**config.mk**
```make
export PLATFORM = sky130hd
export DESIGN_NAME = ps2_rx_deserializer
export DESIGN_NICKNAME = d
export VERILOG_FILES = /design/src/rtl/ps2_rx_deserializer.sv
export SDC_FILE = /design/constraint.sdc
export NUM_CORES = 1
export LEC_CHECK = 0
export ABC_AREA = 1
export CORE_MARGIN = 2
export CORE_UTILIZATION = 52
export CTS_CLUSTER_SIZE = 25
export DETAILED_ROUTE_END_ITERATION = 8
export PLACE_DENSITY_LB_ADDON = 0.2
export SLEW_MARGIN = 40
export SYNTH_ARGS = -nofsm -noshare
export SYNTH_HDL_FRONTEND = slang
export SYNTH_SLANG_ARGS = --single-unit
```
**constraint.sdc**
```tcl
create_clock -name CLOCK_50 -period 1.4 [get_ports CLOCK_50]
set_input_delay 0.35 -clock CLOCK_50 [delete_from_list [all_inputs] [get_ports CLOCK_50]]
set_output_delay 0.35 -clock CLOCK_50 [all_outputs]
set_load 0.02 [all_outputs]
```
**src/rtl/ps2_rx_deserializer.sv**
```systemverilog
// PS/2 device-to-host receive deserializer.
// Synchronises and glitch-filters the PS/2 clock and data lines. Each frame is
// a start bit, 8 data bits (LSB first), an odd parity bit and a stop bit.
// Every good byte is presented with a one-cycle valid strobe. Bad or stalled
// frames raise a one-cycle error strobe together with a sticky error code.
module ps2_rx_deserializer #(
    parameter int SYNC_STAGES = 2,
    parameter int FILTER_LEN  = 8,
    parameter int TIMEOUT_CYC = 100000
) (
    input  logic       CLOCK_50,
    input  logic       resetn,
    input  logic       ps2_clk_in,
    input  logic       ps2_dat_in,
    output logic [7:0] rx_data,
    output logic       rx_valid,
    output logic       rx_err,
    output logic [1:0] err_code,
    output logic       busy
);
    localparam int FW = $clog2(FILTER_LEN + 1);
    localparam int TW = $clog2(TIMEOUT_CYC + 1);

    typedef enum logic [1:0] {S_IDLE, S_DATA, S_PARITY, S_STOP} state_t;

    state_t                 state, state_d;
    logic [SYNC_STAGES-1:0] clk_sync, dat_sync;
    logic                   clk_s, dat_s;
    logic [FW-1:0]          filt_cnt;
    logic                   filt_clk, filt_clk_q;
    logic                   strobe;
    logic [2:0]             bit_cnt;
    logic [7:0]             shift_reg;
    logic                   par_acc;
    logic [TW-1:0]          tmo_cnt;
    logic                   tmo_hit;

    assign clk_s  = clk_sync[SYNC_STAGES-1];
    assign dat_s  = dat_sync[SYNC_STAGES-1];
    assign strobe = filt_clk_q & ~filt_clk;
    assign busy   = (state != S_IDLE);

    // Input synchronisers, preset high so a reset looks like an idle bus
    always_ff @(posedge CLOCK_50 or negedge resetn) begin
        if (!resetn) begin
            clk_sync <= '1;
            dat_sync <= '1;
        end else begin
            clk_sync <= {clk_sync[SYNC_STAGES-2:0], ps2_clk_in};
            dat_sync <= {dat_sync[SYNC_STAGES-2:0], ps2_dat_in};
        end
    end

    // Clock filter: follows the synced clock only after FILTER_LEN consecutive
    // cycles of disagreement; any agreeing cycle restarts the count
    always_ff @(posedge CLOCK_50 or negedge resetn) begin
        if (!resetn) begin
            filt_cnt   <= '0;
            filt_clk   <= 1'b1;
            filt_clk_q <= 1'b1;
        end else begin
            filt_clk_q <= filt_clk;
            if (clk_s == filt_clk) begin
                filt_cnt <= '0;
            end else if (filt_cnt == FW'(FILTER_LEN - 1)) begin
                filt_clk <= clk_s;
                filt_cnt <= '0;
            end else begin
                filt_cnt <= filt_cnt + 1'b1;
            end
        end
    end

    // Frame state register
    always_ff @(posedge CLOCK_50 or negedge resetn) begin
        if (!resetn) state <= S_IDLE;
        else         state <= state_d;
    end

    // Next state; a strobe on the terminal timeout count keeps the frame alive
    always_comb begin
        state_d = state;
        tmo_hit = 1'b0;
        if (state != S_IDLE && !strobe && tmo_cnt == TW'(TIMEOUT_CYC - 1)) begin
            tmo_hit = 1'b1;
            state_d = S_IDLE;
        end else if (strobe) begin
            unique case (state)
                S_IDLE:   if (!dat_s) state_d = S_DATA;
                S_DATA:   if (bit_cnt == 3'd7) state_d = S_PARITY;
                S_PARITY: state_d = S_STOP;
                S_STOP:   state_d = S_IDLE;
                default:  state_d = S_IDLE;
            endcase
        end
    end

    // Datapath: shift register, running parity, stall timer and result strobes
    always_ff @(posedge CLOCK_50 or negedge resetn) begin
        if (!resetn) begin
            bit_cnt   <= '0;
            shift_reg <= '0;
            par_acc   <= 1'b0;
            tmo_cnt   <= '0;
            rx_data   <= '0;
            rx_valid  <= 1'b0;
            rx_err    <= 1'b0;
            err_code  <= 2'b00;
        end else begin
            rx_valid <= 1'b0;
            rx_err   <= 1'b0;

            if (state == S_IDLE || strobe || tmo_hit) tmo_cnt <= '0;
            else                                      tmo_cnt <= tmo_cnt + 1'b1;

            if (tmo_hit) begin
                rx_err   <= 1'b1;
                err_code <= 2'b11;
            end else if (strobe) begin
                unique case (state)
                    S_IDLE: begin
                        bit_cnt <= '0;
                        par_acc <= 1'b0;
                    end
                    S_DATA: begin
                        shift_reg <= {dat_s, shift_reg[7:1]};
                        par_acc   <= par_acc ^ dat_s;
                        bit_cnt   <= bit_cnt + 1'b1;
                    end
                    S_PARITY: par_acc <= par_acc ^ dat_s;
                    S_STOP: begin
                        // a missing stop bit is reported ahead of a parity fault
                        if (!dat_s) begin
                            rx_err   <= 1'b1;
                            err_code <= 2'b10;
                        end else if (par_acc) begin
                            rx_data  <= shift_reg;
                            rx_valid <= 1'b1;
                        end else begin
                            rx_err   <= 1'b1;
                            err_code <= 2'b01;
                        end
                    end
                    default: ;
                endcase
            end
        end
    end

endmodule

```
# Word-level counts from Yosys, hierarchy flattened
# Cells that the tools add are included.
# word_totals
reg_bits	53
wordCells	78
output_inout_bits	13
in_bits	4
# classes
n_eq_ne	10
mux	26
add_sub_neg	3
bitwise	5
n_reduce_logical	20
# op_table
cell	count
2-bit two-way mux	9
17-bit by 1-bit adder with 17-bit output, second input constant	1
17-bit == test, second input constant	1
17-bit two-way mux	1
3-bit AND reduction	5
2-bit nonzero test	6
1-bit two-way mux	11
4-bit two-way mux	2
2-bit one-hot mux with 4 select lines	1
3-bit inequality test, second input constant	2
3-bit one-hot mux with 2 select lines	1
5-bit AND reduction	1
4-bit by 1-bit adder with 4-bit output, second input constant	1
2-bit == test, second input constant	2
4-bit by 3-bit == test with 1-bit output, second input constant	1
3-bit by 1-bit adder with 3-bit output, second input constant	1
3-bit == test, second input constant	1
3-bit by 2-bit inequality test with 1-bit output, second input constant	1
1-bit NOT	3
2-bit by 1-bit == test with 1-bit output, second input constant	1
1-bit logical AND	2
2-bit zero test	1
1-bit logical OR	2
1-bit one-hot mux with 2 select lines	1
6 further kinds	6

# Longest topological paths before layout
# logic_depth
ltp_word	8
depth_mapped	9
depth_no_buf	9

# Worst setup path after synthesis
# OpenSTA, ideal clock, no wires.
# synth_timing
kind	reg-to-reg
start	register tmo_cnt[0]
end	register tmo_cnt[6]
required_time_ns	1.282
period_less_slack_ns	1.352
path_stages_with_launch	8
setup_slack_ns	0.048
arrival_ns	1.234
path_buffers	1
setup_ns	0.118
cell_sequence	dfrtp_1 > ha_1 > nand3_2 > nor2_4 > nand3_2 > nand2_4 > buf_12 > nor2_1
# synth_via
elab_chain_len	5
elab_cells_between_ends	6
classes_between	1 x add/sub; 1 x eq/ne; 2 x mux; 2 x reduce/logical
# synth_lines
element	line	source
start: declaration	35	logic [TW-1:0] tmo_cnt;
start signal: assignment	114	else tmo_cnt <= tmo_cnt + 1'b1;
parallel branches: the longest is 4 deep, another holds 17-bit by 1-bit adder with 17-bit output	-	
17-bit two-way mux (*)	113	if (state == S_IDLE || strobe || tmo_hit) tmo_cnt <= '0;
# Every way passes the cells marked *.
# A chain may end at the register's enable or synchronous reset.

# Worst setup path in the final report
# layout_timing
start	register tmo_cnt[0]
end	register tmo_cnt[12]
# The elaborated chain is that of the path after synthesis.

==> flow_summary.ini <==
[cells_and_area]
nNetsFinal = 318
nFillCells = 354
final-seq-area_sq_um = 1340
area_used_by_multi_input_combinational_logic_sq_um = 1250
final_area_sq_um = 3320
layout_common_cells = dfrtp_1 (46), nand2_1 (45), buf_4 (23), nor2_1 (20), inv_1 (19)
antenna-diode-count = 0
synthToLayoutAreaGrowth_pct = 30.9
commonest_non_fill_non_tap_cell_in_the_layout = dfrtp_1
largest_register_ffs = 17
drive_gt1_share_pct = 35.9

[die]
fp.coreArea_sq_um = 4720
io_pins = 17
die_height_um = 73.8
fp.dieArea_sq_um = 5450
die_width_um = 73.8
starting_density_of_the_core_pct = 53.7
std_cell_rows = 25

[power]
power.ir.vdd_worst_mv = 0.921
power.density_nw_per_um2 = 1400
power.total_uw = 4640
p_leak_uw = 0.00151

[setup_path]
crit_fanout = 8
critPathRequiredTime_ps = 1610
critical-path-max-stage-delay_ps = 400
critical_path.slowest_cell = dfrtp_1
crit_path_start_kind = flop
cpLargestDelayFamily = simple AND/OR/NAND/NOR gates
cp_cell_sequence = ha_4, nand3_4, nor2_4, nand3_2, nand2_4, buf_12, nor3b_2
worstSetupPathType = reg -> reg
crit_path_end_kind = flop
worstPathArrival_ps = 1630
path_buf_inv = 1

[global_route]
grt_max_degree = 54
gr-total-overflow = 0
first_global_vias = 1772
globalRouteTotalUtil_pct = 19.1
grt_pass1_wl_mm = 7.82
antenna_violations_before_repair = 0

[clocking]
cts.clk_slew.worst_paths_ps = 90
cts_tree = built
cts-buffers-inserted = 5
clock_tree.buffer_depth = 2
htree_levels = 2
clkSinkCount = 53
clk_latency_ps = 310
root_buffer_cell = clkbuf_8
cts.hold.buffers_added = 0

[place]
placed_wire_length_estimate_mm = 3.03
gpl.final_weighted_congestion = 0.806
numPortBuffers = 16
placed_area_sq_um = 2950

[timing]
pnr_worst_setup_slack_ps = -23.0
period_minus_slack_ps = 1420
layout_worst_path_cycle_share_pct = 102
maxClockFrequency_ghz = 0.703
timing_max_transition_violations_final = 0
finalHoldWorstSlack_ps = 11.5
worst-slew-pin-transition_ps = 331
fin_worst_skew_ps = 7.40
relative_slew_slack_pct = 78.0
setup_repair_after_global_routing_missed_its_margin = true
setup_viol_count_final = 7
finalHoldViolCount = 0

[synthesis]
synth_top_area_share_pct = 46.4
warning_count_from_the_yosys_run = 0
syn_area_per_cell_sq_um = 9.98
postSynthRegisterBits = 53
post_synth_main_area_contributors = dfrtp_1 (46%), nand2_1 (7.3%), dfstp_2 (6.2%)
synth_area_sq_um = 2530
syn-num-nets = 267
synth_seq_area_share_pct = 52.6
ys_types = 35
yosysTopAreaCell = dfrtp_1
post_synthesis_instance_total = 254

[job]
drv.max_cap_violation_count = 0

[outcome]
failed_checks = negative setup slack
run_status = complete, but fails checks

[route]
route.detailed.drc = 0
route.vias.total = 1824
detail_route.first_pass.iterations = 4
via_count_normalized_by_instance_count = 4.89
postRouteWirelength_mm = 4.64
initialDrtViolationCount = 86
wire_per_inst_um = 12.4
ant_nets = 0

[hold_path]
hold_path_class = in -> async
[timing repair]
item	4_1_cts	5_1_grt
hold endpoints to repair	0	0
setup endpoints to repair	31	39
gates cloned	1	0
gates resized for setup	26	41
pin swaps	7	15
buffers inserted	0	7
[final cells by class]
class                           instances  share of cell area [%]
Timing Repair Buffer                   46                    12.8
Clock inverter                          2                    1.13
Tap cell                               67                    2.53
Sequential cell                        53                    40.2
Inverter                               27                    3.05
Multi-Input combinational cell        172                    37.8
Clock buffer                            6                    2.49
[power breakdown]
group / switching (uW) / internal, uW / leakage, uW
clock network: 493 / 581 / 0.0000574
registers: 171 / 1740 / 0.000709
logic: 898 / 764 / 0.000743
[cell usage after synthesis (all sizes together)]
library cell,instances
ha,9
mux2,2
dfrtp,47
nor2,36
nand4,5
dfstp,6
xor2,8
nand2,55
o21bai,1
or2,2
o31ai,1
a21oi,4
nand3b,1
xnor2,2
nor3,8
o21ai,21
inv,27
nor3b,2
and3,1
nand3,13
buf,3
[metal layers]
metal,GRT usage (%),up-vias,wire length (um)
met5,0,-,0
met4,7.47,0,67
met1,24.6,865,2110
li1,-,920,-
met3,4.25,8,157
met2,31.2,31,2310
[worst reg2reg max path, delay by kind of cell (launching register included)]
kind / cells / cell delay, ps
flops: 1 / 400
simple gates: 5 / 570
buf+inv: 1 / 160
fa+ha+maj: 1 / 180
[per-stage QoR]
| step | utilization (%) | cells | TNS, ps | setup WS [ps] |
|---|---|---|---|---|
| 2_1_floorplan | - | 254 | 0 | 48.1 |
| 3_3_place_gp | 62.5 | 357 | -165 | -155 |
| 3_5_place_dp | 62.5 | 357 | -351 | -179 |
| 4_1_cts | 65.7 | 366 | -199 | -82.1 |
| 5_1_grt | 70.3 | 373 | -1120 | -91.3 |
| 6_report | 70.3 | 373 | -86.6 | -23.0 |
[path summary, 6_finish.rpt]
path	depth (start not counted)	slack, ps	startpoint	to
max	7	-20	tmo_cnt[0]	tmo_cnt[12]
min	2	10	resetn	tmo_cnt[7]
max reg2reg	7	-20	tmo_cnt[0]	tmo_cnt[12]
min reg2reg	0	360	clk_sync[0]	clk_sync[1]
max in group asynchronous	2	1100	resetn	filt_clk_q
min in group CLOCK_50	0	360	clk_sync[0]	clk_sync[1]
[logic make-up (layout without fill, tap and decap cells)]
logic type	after synthesis	in the layout	synth area share, %
fa+ha+maj	9	9	4.44
xor+xnor	10	10	3.46
flops	53	53	52.6
simple gates	123	124	27.7
mux	2	2	0.888
compound gates	27	27	5.68
buf+inv	30	81	5.18
Power figures use the tool's default switching activity.
